**src/rtl/regfile_write_scheduler.sv**
```systemverilog
// Owns the register-file write port: sequenced post-reset clear, then WB-priority
// arbitration against a debug/loader requester with starvation-driven pipeline stall.
module regfile_write_scheduler #(
  parameter int XLEN     = 32,
  parameter int NREG     = 32,
  parameter int MAX_WAIT = 8
) (
  input  logic                    clk,
  input  logic                    rst,
  input  logic                    wb_we,
  input  logic [$clog2(NREG)-1:0] wb_rd,
  input  logic [XLEN-1:0]         wb_data,
  input  logic                    dbg_valid,
  input  logic [$clog2(NREG)-1:0] dbg_rd,
  input  logic [XLEN-1:0]         dbg_data,
  output logic                    dbg_ready,
  input  logic                    clr_req,
  output logic                    rf_we,
  output logic [$clog2(NREG)-1:0] rf_rd,
  output logic [XLEN-1:0]         rf_wdata,
  output logic                    init_busy,
  output logic                    dbg_stall,
  output logic                    wb_conflict
);

  localparam int IW = $clog2(NREG);
  localparam int WW = $clog2(MAX_WAIT + 1);

  typedef enum logic {CLEAR, RUN} state_t;

  state_t        state;
  logic [IW-1:0] clr_idx;
  logic [WW-1:0] wait_cnt;
  logic [WW-1:0] wait_nxt;
  logic          wb_eff;
  logic          in_clear;
  logic          in_run;

  // Gating with rst keeps every output at 0 for as long as reset is held.
  assign in_clear = rst && (state == CLEAR);
  assign in_run   = rst && (state == RUN);
  assign wb_eff   = wb_we && (wb_rd != '0);
  assign wait_nxt = (wait_cnt == WW'(MAX_WAIT)) ? wait_cnt : wait_cnt + WW'(1);

  // NOTE: every output gets a default first so no path through the block infers a latch.
  always_comb begin
    rf_we     = 1'b0;
    rf_rd     = '0;
    rf_wdata  = '0;
    dbg_ready = 1'b0;
    init_busy = 1'b0;
    if (in_clear) begin
      init_busy = 1'b1;
      rf_we     = 1'b1;
      rf_rd     = clr_idx;
    end else if (in_run) begin
      if (wb_eff) begin
        rf_we    = 1'b1;
        rf_rd    = wb_rd;
        rf_wdata = wb_data;
      end else begin
        dbg_ready = 1'b1;
        if (dbg_valid && (dbg_rd != '0)) begin
          rf_we    = 1'b1;
          rf_rd    = dbg_rd;
          rf_wdata = dbg_data;
        end
      end
    end
  end

  // NOTE: state is updated with non-blocking assignments so all registers see pre-edge values.
  always_ff @(posedge clk or negedge rst) begin
    if (!rst) begin
      state       <= CLEAR;
      clr_idx     <= IW'(1);
      wait_cnt    <= '0;
      dbg_stall   <= 1'b0;
      wb_conflict <= 1'b0;
    end else begin
      case (state)
        CLEAR: begin
          wb_conflict <= wb_we;
          wait_cnt    <= '0;
          dbg_stall   <= 1'b0;
          clr_idx     <= clr_idx + IW'(1);
          if (clr_idx == IW'(NREG - 1)) state <= RUN;
        end
        RUN: begin
          wb_conflict <= 1'b0;
          if (clr_req) begin
            state     <= CLEAR;
            clr_idx   <= IW'(1);
            wait_cnt  <= '0;
            dbg_stall <= 1'b0;
          end else if (dbg_valid && !dbg_ready) begin
            wait_cnt <= wait_nxt;
            if (wait_nxt == WW'(MAX_WAIT)) dbg_stall <= 1'b1;
          end else begin
            // Handshake or withdrawal both end the wait.
            wait_cnt  <= '0;
            dbg_stall <= 1'b0;
          end
        end
        default: state <= CLEAR;
      endcase
    end
  end

endmodule

```
**config.mk**
```make
export PLATFORM = sky130hd
export DESIGN_NAME = regfile_write_scheduler
export DESIGN_NICKNAME = d
export VERILOG_FILES = /design/src/rtl/regfile_write_scheduler.sv
export SDC_FILE = /design/constraint.sdc
export NUM_CORES = 1
export LEC_CHECK = 0
export BUFFER_PORTS_ARGS = -buffer_cell sky130_fd_sc_hd__buf_4
export CORE_MARGIN = 1
export CORE_UTILIZATION = 35
export DETAILED_ROUTE_END_ITERATION = 8
export GPL_TIMING_DRIVEN = 0
export PLACE_DENSITY = 0.78
export SLEW_MARGIN = 20
export SYNTH_ARGS = -nofsm -noshare
export SYNTH_HDL_FRONTEND = slang
export SYNTH_SLANG_ARGS = --single-unit
```
**constraint.sdc**
```tcl
create_clock -name clk -period 1.6 [get_ports clk]
set_clock_uncertainty 0.15 [all_clocks]
set_input_delay 0.16 -clock clk [delete_from_list [all_inputs] [get_ports clk]]
set_output_delay 0.16 -clock clk [all_outputs]
set_load 0.02 [all_outputs]
```
### Word level (Yosys, flattened, before mapping)

Index checks and enable logic that the tools add are counted.

* div/mod/pow operators: 0
* eq/ne operators: 5
* order comparisons: 0
* multiplexer cells: 30
* shifts and indexed selects: 0
* bitwise logic cells: 1
* $add $sub $neg: 2
* multiply operators: 0
* reductions and logical operators: 8

Operator list (number)
* 2-to-1 mux 32 bit: 4
* 2-to-1 mux 5 bit: 5
* 2-to-1 mux 1 bit: 13
* 2-to-1 mux 4 bit: 3
* case mux 5 bit (2 select lines): 1
* nonzero test 5 bit: 2
* == test 4 bit (second input constant): 2
* case mux 4 bit (2 select lines): 1
* case mux 1 bit (2 select lines): 3
* adder 5 x 1 -> 5 bit (second input constant): 1
* == test 5 bit (second input constant): 1
* logical AND 1 bit: 5
* adder 4 x 1 -> 4 bit (second input constant): 1
* != test 4 x 3 -> 1 bit (second input constant): 1
* != test 2 bit (second input constant): 1
* logical NOT 1 bit: 1
* NOT 1 bit: 1

* logic and storage cells: 51
* input port bits: 79
* flip-flop bits (word level): 12
* ROM bits: 0
* memories kept: 0
* bits in latches: 0
* RAM bits: 0
* output and inout port bits: 42

### Depth between registers and ports, before layout

* word-level depth: 10
* mapped depth: 6
* mapped depth without buffers: 6

### Least setup slack after synthesis

OpenSTA, ideal clock, no wires.

* path type: register to output
* start point: register state
* end point: output rf_wdata[0]
* arrival time: 1.532 ns
* path buffers: 2
* stages on the path, launching flop included: 6
* setup slack: -0.242 ns
* required time: 1.290 ns
* cell sequence: dfrtp_1 -> and2_1 -> clkbuf_1 -> clkbuf_1 -> nand2_1 -> o22ai_1

* cells in the longest elaborated chain, start to end: 3
* elaborated cells between the ends (all ways): 5
* those cells by class: mux (2); bitwise (1); reduce/logical (2)

Ends and longest elaborated chain
* start, declared: line 31 `state_t state;`
* start signal, assigned: line 75 `state <= CLEAR;`
* start signal, assigned: line 87 `if (clr_idx == IW'(NREG - 1)) state <= RUN;`
* start signal, assigned: line 92 `state <= CLEAR;`
* logical AND 1 bit or NOT 1 bit (tied branches)
* 2-to-1 mux 32 bit or logical AND 1 bit (tied branches): line 56, 40
* 2-to-1 mux 32 bit *: line 52 `if (in_clear) begin`
* end, declared: line 20 `output logic [XLEN-1:0] rf_wdata,`

Every way passes the cells marked *; elsewhere a longest branch is shown, timed or not.

### Worst setup path after layout

* start point: input wb_rd[2]
* end point: output rf_rd[2]

* cells in the longest elaborated chain, start to end: 5

Ends and longest elaborated chain
* start, declared: line 11 `input logic [$clog2(NREG)-1:0] wb_rd,`
* nonzero test 5 bit: line 42 `assign wb_eff = wb_we && (wb_rd != '0);`
* logical AND 1 bit: line 42
* 2-to-1 mux 5 bit *: line 57 `if (wb_eff) begin`
* 2-to-1 mux 5 bit *: line 56 `end else if (in_run) begin`
* 2-to-1 mux 5 bit *: line 52
* end, declared: line 19 `output logic [$clog2(NREG)-1:0] rf_rd,`

Marks and branches as above.

==> results.sh <==
export IMPL_cts_root_buf="clkbuf_8"
export IMPL_synth_xor_area_frac=0.0229
export IMPL_drc_errors=0
export IMPL_yosys_warnings=0
export IMPL_clkSinkCount=12
export IMPL_synth_edf_count=0
export IMPL_met1_usage=0.258
export IMPL_setup_viol=39
export IMPL_routed_via_density=5.16
export IMPL_io_buffers=119
export IMPL_fp_row_count=23
export IMPL_synth_ff_type="dfrtp_1"
export IMPL_critPathCaptureType="primary output"
export IMPL_power_density_nw_per_um2=628
export IMPL_clockPowerShare=0.165
export IMPL_finalCritPeriodShare=1.23
export IMPL_yosys_top_cells_area="o22ai_2 (25%), nand2_1 (18%), dfrtp_1 (18%), ha_1 (3.3%), mux2i_1 (2.6%)"
export IMPL_swShare=0.391
export IMPL_grt_pass1_wl_um=8090
export IMPL_ff_latch_area_um2=302
export IMPL_grt_max_degree=13
export IMPL_synth_top_family_by_area="compound AO/OA/AOI/OAI gates"
export IMPL_wl_per_cell_um=14.5
export IMPL_r2r_start="wait_cnt[0]"
export IMPL_power_leakage_nw=1.30
export IMPL_multi_input_area_um2=1410
export IMPL_synth_adder_area_share=0.0327
export IMPL_drv_slew=0
export IMPL_clk_latency_ns=0.25
export IMPL_ant_nets=0
export IMPL_layout_commonest_cell="buf_4"
export IMPL_htreeDepth=1
export IMPL_cp_start_kind="input port"
export IMPL_grt_pass1_vias=1873
export IMPL_synthToLayoutAreaGrowth_pct=113
export IMPL_vias=2032
export IMPL_synth_area_um2=1530
export IMPL_yosys_area_share_simple=0.280
export IMPL_synth_compound_area_frac=0.358
export IMPL_critPathRequiredTime_ns=1.29
export IMPL_hold_path_class="in -> reg"
export IMPL_synthArstFlopShare=1.00
export IMPL_gp_congestion=0.812
export IMPL_combPwrFrac=0.602
export IMPL_nets=428
export IMPL_initial_core_util=0.374
export IMPL_post_dp_cell_area_um2=2740
export IMPL_n_antenna_cell=0
export IMPL_layout_cells_most_common_list="buf_4 (94), nand2_1 (75), buf_6 (42), o22ai_4 (30), dfrtp_1 (11)"
export IMPL_drtIter0Drc=60
export IMPL_worst_slew_pin_slew_ns=0.564
export IMPL_status="finished with violations"
export IMPL_total_power_mw=2.05
export IMPL_final_util=0.798
export IMPL_synth_nets=285
export IMPL_worstHoldStart="rst"
export IMPL_busiest_layer="met2"
export IMPL_filler_cell_count=281
export IMPL_cp_arrival_ns=1.66
export IMPL_coreArea_um2=4090
export IMPL_setup_slack_ns=-0.370
export IMPL_syn_mean_instance_area_um2=7.57
export IMPL_die_area_um2=4640
export IMPL_wl_um=5730
export IMPL_synth_seq_area_share=0.197
export IMPL_grt_antenna_before_repair=0
export IMPL_max_cap_viol_count=0
export IMPL_numCtsBuffers=3
export IMPL_rsz0062_at_grt="true"
export IMPL_final_min_clock_period_ns=1.97
export IMPL_fmax_mhz=508
export IMPL_clockBufferDepth=2
export IMPL_p_switching_mw=0.800
export IMPL_place_inst=371
export IMPL_grt_util_met2=0.426
export IMPL_gr_usage_all_layers=0.230
export IMPL_clk_pin_slew_ns=0.05
export IMPL_drtPass1Iterations=4
export IMPL_stdcell_area_um2=3260
export IMPL_tritoncts="done"
export IMPL_die_w_um=68.1
export IMPL_post_dp_hpwl_um=4010
export IMPL_fin_cells=394
export IMPL_violations="negative setup slack"
export IMPL_dp_slack_ns=-0.604
export IMPL_synth_largest_area_cell="o22ai_2"
export IMPL_syn_instance_count=202
export IMPL_maxSlewHeadroom=0.623
export IMPL_die_h_um=68.1
export IMPL_critPathMaxFanout=4
export IMPL_synth_top_cell_area_share=0.245
export IMPL_ioPinCount=121
export IMPL_hold_violations=0
export IMPL_yosys_register_bits=12
export IMPL_drive_gt1_frac=0.590
export IMPL_gr_total_overflow=0
export IMPL_irDropWorstVdd_mv=0.985
export IMPL_crit_start="wb_rd[2]"
export IMPL_path_class="in -> out"
export IMPL_seqPwrFrac=0.233
export IMPL_use_met3=0.0450
export IMPL_synth_mux_area_frac=0.0336
export IMPL_intPower_mw=1.25
export IMPL_synth_cell_type_count=39
==> layout make-up <==
cell class,count,share of cell area
Sequential cell,12,0.0925
Multi-Input combinational cell,166,0.433
Clock buffer,4,0.0169
Buffer,14,0.0530
Tap cell,50,0.0192
Timing Repair Buffer,139,0.375
Inverter,9,0.0104
==> cell usage after synthesis (4+ instances only) <==
library cell	n
nand2_1	75
o22ai_2	30
dfrtp_1	11
clkbuf_1	9
inv_1	9
nor2_1	5
o21ai_0	5
a22o_1	4
ha_1	4
mux2i_1	4
o22ai_1	4
==> layer usage <==
| layer | wire, um | vias up | share of wire |
|---|---|---|---|
| met5 | 0 | - | 0 |
| met4 | 92 | 0 | 0.016 |
| met3 | 432 | 8 | 0.075 |
| met2 | 3080 | 87 | 0.54 |
| met1 | 2120 | 941 | 0.37 |
| li1 | - | 996 | - |
==> final timing paths <==
| check | end | slack [ns] | depth (start not counted) |
|---|---|---|---|
| min in group asynchronous | clr_idx[1] | 0.33 | 2 |
| max reg2reg | dbg_stall | 0.04 | 5 |
| min | wait_cnt[1] | 0.16 | 3 |
| min reg2reg | clr_idx[4] | 0.37 | 2 |
| max | rf_rd[2] | -0.37 | 8 |
| max in group asynchronous | wait_cnt[2] | 0.60 | 2 |
==> state kept, by name, summed over array words and instances, names as in the netlist <==
register and count:
dbg_stall 1, clr_idx 5, wait_cnt 4, wb_conflict 1, state 1
==> repair_timing <==
action                                  CTS  global route
gates resized for setup                  69            17
endpoints found under the hold margin    14             0
cloned                                    1             0
hold buffers                              2             0
buffers inserted                         10             8
pin swaps                                 5            10
endpoints found under the setup margin   40            42
==> power groups by stage <==
stage	clock, mW	sequential, mW	combinational [mW]
detailed placement	0	0.483	1.05
CTS	0.350	0.474	1.19
global placement	0	0.485	1.04
floorplan	0	0.467	0.678
global route	0.359	0.488	1.32
finish	0.337	0.477	1.23
==> stage by stage <==
| step | hold slack (ns) | TNS, ns |
|---|---|---|
| after floorplan | -0.286 | -7.63 |
| after global placement | -0.132 | -21.49 |
| after detailed placement | -0.129 | -21.53 |
| after CTS | 0.153 | -12.44 |
| after global routing | 0.162 | -15.03 |
| final | 0.156 | -12.86 |
==> critical path, stage by stage <==
cell and delay [ns]:
buf_8 0.10, or4_4 0.54, o21ai_4 0.22, buf_6 0.14, buf_6 0.09, and2_4 0.14
a32o_2 0.16, buf_6 0.11
==> kinds of logic after synthesis <==
kind of cell    after synthesis
fa+ha+maj                     4
flops                        12
mux                           5
compound gates               54
buf+inv                      24
simple gates                 99
xor+xnor                      4
No activity file was read; power rests on OpenSTA's default activity.
